File: src/rtl/eth_phy_10g_pkg.sv
// rtl/eth_phy_10g_pkg.sv - shared constants and types for the 10GBASE-R RX descrambler and BER monitor
package eth_phy_10g_pkg;

    localparam logic [1:0] SYNC_DATA = 2'b10;
    localparam logic [1:0] SYNC_CTRL = 2'b01;

    localparam int DESCR_STATE_W = 58;
    localparam int DESCR_TAP_0   = 38;
    localparam int DESCR_TAP_1   = 57;

    typedef enum logic [1:0] {
        BER_IDLE  = 2'd0,
        BER_COUNT = 2'd1,
        BER_HIGH  = 2'd2
    } ber_state_t;

    function automatic logic sync_hdr_valid(input logic [1:0] hdr);
        return (hdr == SYNC_DATA) || (hdr == SYNC_CTRL);
    endfunction

endpackage

File: src/rtl/eth_phy_10g_descrambler.sv
// rtl/eth_phy_10g_descrambler.sv - self-synchronous x^58 + x^39 + 1 descrambler, one 64-bit block per cycle
module eth_phy_10g_descrambler
    import eth_phy_10g_pkg::*;
#(
    parameter int DATA_WIDTH       = 64,
    parameter int SCRAMBLER_BYPASS = 0
) (
    input  logic                  clk,
    input  logic                  rst,
    input  logic [DATA_WIDTH-1:0] i_data,
    output logic [DATA_WIDTH-1:0] o_data
);

    logic [DESCR_STATE_W-1:0] state_q;
    logic [DESCR_STATE_W-1:0] state_d;
    logic [DESCR_STATE_W-1:0] lfsr;
    logic [DATA_WIDTH-1:0]    descr;

    // Bit 0 is first on the wire; the received (scrambled) bit feeds the state.
    always_comb begin
        lfsr  = state_q;
        descr = '0;
        for (int i = 0; i < DATA_WIDTH; i++) begin
            descr[i] = i_data[i] ^ lfsr[DESCR_TAP_0] ^ lfsr[DESCR_TAP_1];
            lfsr     = {lfsr[DESCR_STATE_W-2:0], i_data[i]};
        end
        state_d = lfsr;
    end

    always_ff @(posedge clk) begin
        if (rst) begin
            state_q <= '0;
        end else begin
            state_q <= state_d;
        end
    end

    assign o_data = (SCRAMBLER_BYPASS != 0) ? i_data : descr;

endmodule

File: src/rtl/eth_phy_10g_rx_descrambler_ber.sv
// rtl/eth_phy_10g_rx_descrambler_ber.sv - RX descrambler plus clause 49 BER monitor producing hi_ber and rx_status
module eth_phy_10g_rx_descrambler_ber
    import eth_phy_10g_pkg::*;
#(
    parameter int HDR_WIDTH        = 2,
    parameter int DATA_WIDTH       = 64,
    parameter int COUNT_125US      = 19531,
    parameter int BER_LIMIT        = 16,
    parameter int SCRAMBLER_BYPASS = 0
) (
    input  logic                  clk,
    input  logic                  rst,
    input  logic [HDR_WIDTH-1:0]  i_serdes_rx_hdr,
    input  logic [DATA_WIDTH-1:0] i_serdes_rx_data,
    input  logic                  i_rx_block_lock,
    output logic [HDR_WIDTH-1:0]  o_rx_hdr,
    output logic [DATA_WIDTH-1:0] o_rx_data,
    output logic                  o_rx_high_ber,
    output logic                  o_rx_status
);

    localparam int TIMER_W = $clog2(COUNT_125US);
    localparam int COUNT_W = $clog2(BER_LIMIT + 1);
    localparam logic [TIMER_W-1:0] TIMER_END = TIMER_W'(COUNT_125US - 1);
    localparam logic [COUNT_W-1:0] COUNT_MAX = COUNT_W'(BER_LIMIT);

    logic [DATA_WIDTH-1:0] descr_data;
    logic [HDR_WIDTH-1:0]  hdr_q;
    logic [DATA_WIDTH-1:0] data_q;
    ber_state_t            state_q, state_d;
    logic [TIMER_W-1:0]    timer_q, timer_d;
    logic [COUNT_W-1:0]    count_q, count_d;
    logic [COUNT_W-1:0]    count_inc;
    logic                  hi_ber_q, hi_ber_d;
    logic                  status_q, status_d;
    logic                  window_end;

    eth_phy_10g_descrambler #(
        .DATA_WIDTH       (DATA_WIDTH),
        .SCRAMBLER_BYPASS (SCRAMBLER_BYPASS)
    ) u_descrambler (
        .clk    (clk),
        .rst    (rst),
        .i_data (i_serdes_rx_data),
        .o_data (descr_data)
    );

    assign count_inc  = (!sync_hdr_valid(i_serdes_rx_hdr) && count_q != COUNT_MAX)
                      ? count_q + COUNT_W'(1) : count_q;
    assign window_end = (timer_q == TIMER_END);

    always_comb begin
        state_d  = state_q;
        timer_d  = timer_q;
        count_d  = count_q;
        hi_ber_d = hi_ber_q;
        if (!i_rx_block_lock) begin
            state_d  = BER_IDLE;
            timer_d  = '0;
            count_d  = '0;
            hi_ber_d = 1'b0;
        end else if (window_end) begin
            // The window-end header is counted before deciding whether hi_ber survives.
            timer_d = '0;
            count_d = '0;
            if (count_inc == COUNT_MAX) begin
                hi_ber_d = 1'b1;
                state_d  = BER_HIGH;
            end else begin
                hi_ber_d = 1'b0;
                state_d  = BER_COUNT;
            end
        end else begin
            timer_d = timer_q + TIMER_W'(1);
            count_d = count_inc;
            case (state_q)
                BER_IDLE, BER_COUNT: begin
                    state_d = BER_COUNT;
                    if (count_inc == COUNT_MAX) begin
                        hi_ber_d = 1'b1;
                        state_d  = BER_HIGH;
                    end
                end
                BER_HIGH: state_d = BER_HIGH;
                default:  state_d = BER_IDLE;
            endcase
        end
        status_d = i_rx_block_lock & ~hi_ber_d;
    end

    always_ff @(posedge clk) begin
        if (rst) begin
            hdr_q    <= '0;
            data_q   <= '0;
            state_q  <= BER_IDLE;
            timer_q  <= '0;
            count_q  <= '0;
            hi_ber_q <= 1'b0;
            status_q <= 1'b0;
        end else begin
            hdr_q    <= i_serdes_rx_hdr;
            data_q   <= descr_data;
            state_q  <= state_d;
            timer_q  <= timer_d;
            count_q  <= count_d;
            hi_ber_q <= hi_ber_d;
            status_q <= status_d;
        end
    end

    assign o_rx_hdr      = hdr_q;
    assign o_rx_data     = data_q;
    assign o_rx_high_ber = hi_ber_q;
    assign o_rx_status   = status_q;

endmodule
File: config.mk
export PLATFORM = sky130hd
export DESIGN_NAME = eth_phy_10g_rx_descrambler_ber
export DESIGN_NICKNAME = d
export VERILOG_FILES = /design/src/rtl/eth_phy_10g_pkg.sv /design/src/rtl/eth_phy_10g_descrambler.sv /design/src/rtl/eth_phy_10g_rx_descrambler_ber.sv
export SDC_FILE = /design/constraint.sdc
export NUM_CORES = 1
export LEC_CHECK = 0
export BUFFER_PORTS_ARGS = -buffer_cell sky130_fd_sc_hd__buf_2
export CAP_MARGIN = 20
export CORE_UTILIZATION = 26
export DETAILED_ROUTE_END_ITERATION = 8
export PLACE_DENSITY = 0.4
export REMOVE_ABC_BUFFERS = 1
export SLEW_MARGIN = 25
export SYNTH_ARGS = -nofsm -noshare
export SYNTH_HDL_FRONTEND = slang
export SYNTH_HIERARCHICAL = 1
export SYNTH_SLANG_ARGS = --single-unit
export TNS_END_PERCENT = 50
File: constraint.sdc
create_clock -name clk -period 4.1 [get_ports clk]
set_input_delay 0.82 -clock clk [delete_from_list [all_inputs] [get_ports clk]]
set_output_delay 0.82 -clock clk [all_outputs]
set_load 0.05 [all_outputs]
# After elaboration in Yosys (flattened, before gate mapping)
# Index checks and enable logic that the tools add are counted.
# classes
n_reduce_logical	7
n_div	0
mux	9
addsub	2
order_cmp	0
shifts	0
multipliers	0
eq_ne	7
bitwise_logic	131
# ops
cell	count
$xor 1x1->1	128
$add 15x1->15 const B	1
$eq 15x15->1 const B	1
$add 5x1->5 const B	1
$eq 5x5->1 const B	1
$mux 1	5
$mux 5	1
$ne 5x5->1 const B	1
$eq 2x1->1 const B	2
$eq 2x2->1 const B	2
$mux 2	2
$pmux 2 s2	1
$reduce_or 2->1	2
$reduce_or 3->1	1
$logic_not 2->1	1
$not 1->1	2
$and 1x1->1	1
$logic_and 1x1->1	1
$logic_not 1->1	1
$logic_or 1x1->1	1
# totals
elab_cells	164
rom_bits	0
mem_bits_rw	0
out_inout_bits	68
in_bits	69
n_memories	0
latchBits	0
register_bits	148

# Depth between registers and ports, before layout
# logic_depth
depth_word	12
ltp_mapped	7
depth_no_buf	6

# Cells and area by module
# The synthesis kept the hierarchy.
# modules_own_cells
mod	cells_per_inst	n_inst	seq_area_each_um2	area_each_um2
eth_phy_10g_descrambler	186	1	1161.1	3098.0
eth_phy_10g_rx_descrambler_ber	271	1	1801.7	2959.1

# Least setup slack after synthesis
# OpenSTA, ideal clock, no wires.
# synth_path
kind	input to register
start	input i_serdes_rx_hdr[0]
end	register status_q (netlist: o_rx_status)
t_required_ps	3972
setup_time_ps	128
slack_ps	2306
n_path_buf	0
arrival_time_ps	1666
cell_stages	4
path_cell_list	xor2_1 -> or3_4 -> a22oi_1 -> a31oi_1
# synth_between
elab_chain_len	12
word_cells_on_any_way	14
cone_classes	eq/ne: 3; mux: 6; bitwise: 2; reduce/logical: 3
# synth_lines
item	line_no	source
from (decl)	eth_phy_10g_rx_descrambler_ber.sv:13	input logic [HDR_WIDTH-1:0] i_serdes_rx_hdr,
$eq 2x2->1 or $eq 2x1->1 (tied branches)	eth_phy_10g_pkg.sv:18	return (hdr == SYNC_DATA) || (hdr == SYNC_CTRL);
$logic_or 1x1->1 (*)	eth_phy_10g_pkg.sv:18	
$logic_not 1->1 (*)	eth_phy_10g_rx_descrambler_ber.sv:48	assign count_inc = (!sync_hdr_valid(i_serdes_rx_hdr) && count_q != COUNT_MAX)
$logic_and 1x1->1 (*)	eth_phy_10g_rx_descrambler_ber.sv:48	
$mux 5 (*)	eth_phy_10g_rx_descrambler_ber.sv:49	? count_q + COUNT_W'(1) : count_q;
$eq 5x5->1 (*)	eth_phy_10g_rx_descrambler_ber.sv:66, eth_phy_10g_rx_descrambler_ber.sv:79	
$mux 1	eth_phy_10g_rx_descrambler_ber.sv:79	if (count_inc == COUNT_MAX) begin
$mux 1	eth_phy_10g_rx_descrambler_ber.sv:76	case (state_q)
$mux 1 (*)	eth_phy_10g_rx_descrambler_ber.sv:62	end else if (window_end) begin
$mux 1 (*)	eth_phy_10g_rx_descrambler_ber.sv:57	if (!i_rx_block_lock) begin
$not 1->1 (*)	eth_phy_10g_rx_descrambler_ber.sv:88	status_d = i_rx_block_lock & ~hi_ber_d;
$and 1x1->1 (*)	eth_phy_10g_rx_descrambler_ber.sv:88	
to (signal assigned)	eth_phy_10g_rx_descrambler_ber.sv:107	status_q <= status_d;
to (decl)	eth_phy_10g_rx_descrambler_ber.sv:35	logic status_q, status_d;
# Every way passes the cells marked *; elsewhere a longest branch is shown, timed or not.
# A chain may end at the register's enable or synchronous reset.

# Worst setup path after layout
# layout_path
start	register timer_q[0]
end	register timer_q[7]
# layout_between
elab_chain_len	2
word_cells_on_any_way	3
cone_classes	add/sub: 1; eq/ne: 1; reduce/logical: 1
# layout_lines
item	line_no	source
from (decl)	eth_phy_10g_rx_descrambler_ber.sv:31	logic [TIMER_W-1:0] timer_q, timer_d;
from (signal assigned)	eth_phy_10g_rx_descrambler_ber.sv:104	timer_q <= timer_d;
branches (longest 2 deep; another with $add 15x1->15)	-	
# Parallel ways; which one is timed is not known.

==> metrics.md <==
| Metric | Value |
|---|---|
| Routed wire length per instance | `14.5 um` |
| Proportion of synthesized flip-flops having asynchronous set or reset | `0` |
| Post-synthesis instance area | `6060 um^2` |
| Share of the clock period used by the worst path | `0.468` |
| First-pass GRT wire length | `20,300 um` |
| Y dimension of the die | `155 um` |
| Multi-input combinational cell area | `2980 um^2` |
| Total Die Area | `23,900 um^2` |
| Maximum number of pins on one net before global-route repair | `51` |
| Width of the die | `155 um` |
| Synth Area per Inst | `13.3 um^2` |
| Final HPWL DP | `9520 um` |
| Category of the worst setup path capture point | `flip-flop` |
| Count of buffers inserted at the top-level ports | `136` |
| Transition at the pin with the smallest max-transition slack | `0.663 ns` |
| Sequential cell area in the final layout | `2960 um^2` |
| Number of antenna violations at the first check in global routing | `3` |
| Initial cell density of the core | `0.267` |
| Top library cells by usage in the layout, fill and taps aside | `sky130_fd_sc_hd__dfxtp_1, sky130_fd_sc_hd__buf_2, sky130_fd_sc_hd__nor2b_1` |
| Logic pwr share | `0.173` |
| Count of unresolved DRC violations after routing | `0` |
| Kind of launch point of the worst setup path | `flip-flop` |
| Max-capacitance violation count | `0` |
| Critical R2R Launch | `timer_q[0]` |
| Depth of the most critical reg-to-reg path | `6` |
| Maximum buffer depth of the clock tree | `2` |
| Floorplan row count | `55` |
| Number of setup violations in the final report | `0` |
| Min-Delay Path Class | `reg2reg` |
| Share of final-layout standard cells stronger than drive strength 1 | `0.293` |
| Largest voltage drop on the vdd net | `0.245 mV` |
| Post-Place Worst Slack | `1.88 ns` |
| Cell at the root of the clock tree | `sky130_fd_sc_hd__clkbuf_16` |
| CP peak stage delay | `0.55 ns` |
| Final net count | `671` |
| CTS resizes | `0` |
| Aggregate routed wire length | `13,000 um` |
| Origin of the worst min-delay path | `state_q[0]` |
| CTS Buf Count | `17` |
| Layout fillers | `2,285` |
| Switching power | `1.05 mW` |
| Area growth from synthesis to layout | `25.6%` |
| Post-synthesis sequential area ratio | `0.489` |
| Final number of max-transition violations | `0` |
| Result of the run | `finished clean` |
| Part of the power in the clock network | `0.407` |
| Smallest setup slack after layout | `2.18 ns` |
| Number of flops mapped to enable cells by yosys | `0` |
| Total congestion overflow | `0` |
| Worst Hold Path Cells | `1` |
| Last weighted congestion value of the routability-driven placer | `0.695` |
| #FFs+latches synth | `148` |
| Cell type group with the largest total delay on the critical path | `simple AND/OR/NAND/NOR gates` |
| Number of nets with antenna violations after detailed routing | `0` |
| Gate count of the mapped netlist | `457` |
| Initial drt markers | `99` |
| Number of setup buffers added after CTS | `0` |
| Placeable core area | `22,700 um^2` |
| Number of clock sinks | `148` |
| Total Negative Setup Slacks | `0 ns` |
| Total of hold buffers inserted after clock tree synthesis | `0` |
| Top achievable clock speed | `521 MHz` |
| Most common library cell in the layout ignoring fill and taps | `sky130_fd_sc_hd__dfxtp_1` |
| Netlist cell types | `38` |
| Clock latency on the worst-skew pair | `0.42 ns` |
| Min-Delay Endpoint | `state_q[1]` |
| Internal power consumption | `2.73 mW` |
| Number of iterations in the first detailed-routing pass | `4` |
| Final Skew | `0.0146 ns` |
| IO Pins | `137` |
| Via count of the first global-routing pass | `3,781` |
| Crit path buf inv count | `1` |
| Register clock-pin slew on the reported worst setup and hold paths | `0.06 ns` |
| Main flop type after synthesis | `sky130_fd_sc_hd__dfxtp_1` |
| Relative contribution of sequential cells to total power | `0.419` |
| Reg-to-reg slack, setup | `2.18 ns` |
| Clock period minus final worst setup slack | `1.92 ns` |
| Critical setup path kind | `reg2reg` |
| CTS tree | `built` |
| Leakage power summed over all cells | `3.41 nW` |
| Depth of the CTS H-tree | `4` |
| Overall via count from detail_route | `3,576` |
| Max Fanout on Critical Path | `20` |
| Reg-to-Reg End | `timer_q[7]` |
| Vias per inst | `3.98` |
| Yosys warning count | `6` |
| Number of hold violations in the final report | `0` |
| Switching Fraction | `0.278` |
| Power density normalized to cell area | `497 nW/um^2` |
| Headroom to the max-slew limit | `0.557` |
| Arrival time at the worst endpoint | `2.19 ns` |
| Chain of cells forming the critical path | `inv_1, ha_1, nor4bb_1, nand4_1, nand2_1, nor2_1` |
| Unrepaired setup endpoints after global routing | `no` |
| Critical-path cell with the highest stage delay | `sky130_fd_sc_hd__nand2_1` |
| Data required time at the worst endpoint | `4.37 ns` |
| Overall track demand over capacity in global routing | `0.113` |
## cell usage after synthesis, types with 2 or more instances
| cell type | n | area (um^2) |
|---|---|---|
| sky130_fd_sc_hd__a21oi_1 | 4 | 20.0 |
| sky130_fd_sc_hd__and2_1 | 2 | 12.5 |
| sky130_fd_sc_hd__buf_2 | 5 | 25.0 |
| sky130_fd_sc_hd__buf_6 | 3 | 33.8 |
| sky130_fd_sc_hd__clkbuf_1 | 7 | 26.3 |
| sky130_fd_sc_hd__dfxtp_1 | 148 | 2960 |
| sky130_fd_sc_hd__ha_1 | 4 | 50.1 |
| sky130_fd_sc_hd__inv_1 | 6 | 22.5 |
| sky130_fd_sc_hd__nand2_1 | 6 | 22.5 |
| sky130_fd_sc_hd__nand3_1 | 7 | 35.0 |
| sky130_fd_sc_hd__nand4_1 | 4 | 25.0 |
| sky130_fd_sc_hd__nor2_1 | 22 | 82.6 |
| sky130_fd_sc_hd__nor2b_1 | 126 | 788 |
| sky130_fd_sc_hd__nor3_1 | 5 | 25.0 |
| sky130_fd_sc_hd__nor4_1 | 2 | 12.5 |
| sky130_fd_sc_hd__nor4_2 | 2 | 25.0 |
| sky130_fd_sc_hd__nor4b_2 | 2 | 30.0 |
| sky130_fd_sc_hd__nor4bb_1 | 2 | 20.0 |
| sky130_fd_sc_hd__o21ai_0 | 2 | 10.0 |
| sky130_fd_sc_hd__o21ai_1 | 2 | 10.0 |
| sky130_fd_sc_hd__xnor2_1 | 14 | 123 |
| sky130_fd_sc_hd__xor2_1 | 4 | 35.0 |
| sky130_fd_sc_hd__xor3_1 | 62 | 1470 |
| sky130_fd_sc_hd__xor3_4 | 2 | 55.1 |
## kinds of logic (layout without fill, tap and decap cells)
family,count (synthesis),in the layout,share of synthesized area
xor+xnor,82,82,0.278
other cells,0,2,0
fa+ha+maj,4,4,0.00826
buf+inv,22,176,0.0190
simple gates,187,187,0.190
compound gates,14,14,0.0147
flops,148,148,0.489
## metal layers
layer / up-vias / share of wire / track usage
li1: 1784 / - / -
met1: 1691 / 0.45 / 0.135
met2: 89 / 0.46 / 0.178
met3: 10 / 0.077 / 0.0549
met4: 2 / 0.0086 / 0.0368
met5: - / 0.00077 / 0
## registers in the layout (all words and copies together), names as in the netlist
| signal | count |
|---|---|
| o_rx_hdr | 2 |
| o_rx_high_ber | 1 |
| state_q | 2 |
| timer_q | 15 |
| o_rx_status | 1 |
| count_q | 5 |
| o_rx_data | 64 |
| u_descrambler/state_q | 58 |
## final cells by class
type / instances / area share
Multi-Input combinational cell: 287 / 0.392
Sequential cell: 148 / 0.390
Timing Repair Buffer: 138 / 0.0918
Clock buffer: 18 / 0.0564
Tap cell: 285 / 0.0469
Clock inverter: 14 / 0.0201
Inverter: 6 / 0.00296
Antenna cell: 2 / 0.000658
## worst max-delay path by stage
stage | startpoint | to | depth (start not counted)
2_1_floorplan | i_serdes_rx_hdr[0] | o_rx_status | 4
3_3_place_gp | rst | timer_q[10] | 4
3_5_place_dp | rst | timer_q[13] | 4
4_1_cts | timer_q[0] | count_q[0] | 6
5_1_grt | timer_q[0] | timer_q[7] | 6
6_report | timer_q[0] | timer_q[7] | 6
## power groups by stage
stage / Combinational (mW) / Sequential (mW) / Clock [mW]
6_report: 0.655 / 1.58 / 1.54
5_1_grt: 0.698 / 1.60 / 1.66
4_1_cts: 0.665 / 1.59 / 1.60
3_5_place_dp: 0.663 / 1.62 / 0
3_3_place_gp: 0.659 / 1.62 / 0
2_1_floorplan: 0.248 / 1.85 / 0
## metrics by stage
| stage | utilization | power (mW) | cells | hold slack (ns) | cell area (um^2) |
|---|---|---|---|---|---|
| 6_report | 0.335 | 3.78 | 898 | 0.454 | 7610 |
| 2_1_floorplan | - | 2.10 | 441 | 0.412 | 5960 |
| 3_5_place_dp | 0.309 | 2.28 | 864 | 0.438 | 7020 |
| 5_1_grt | 0.335 | 3.95 | 896 | 0.481 | 7600 |
| 4_1_cts | 0.335 | 3.85 | 896 | 0.454 | 7600 |
| 3_3_place_gp | 0.309 | 2.28 | 864 | 0.432 | 7020 |
Power figures use the tool's default switching activity.
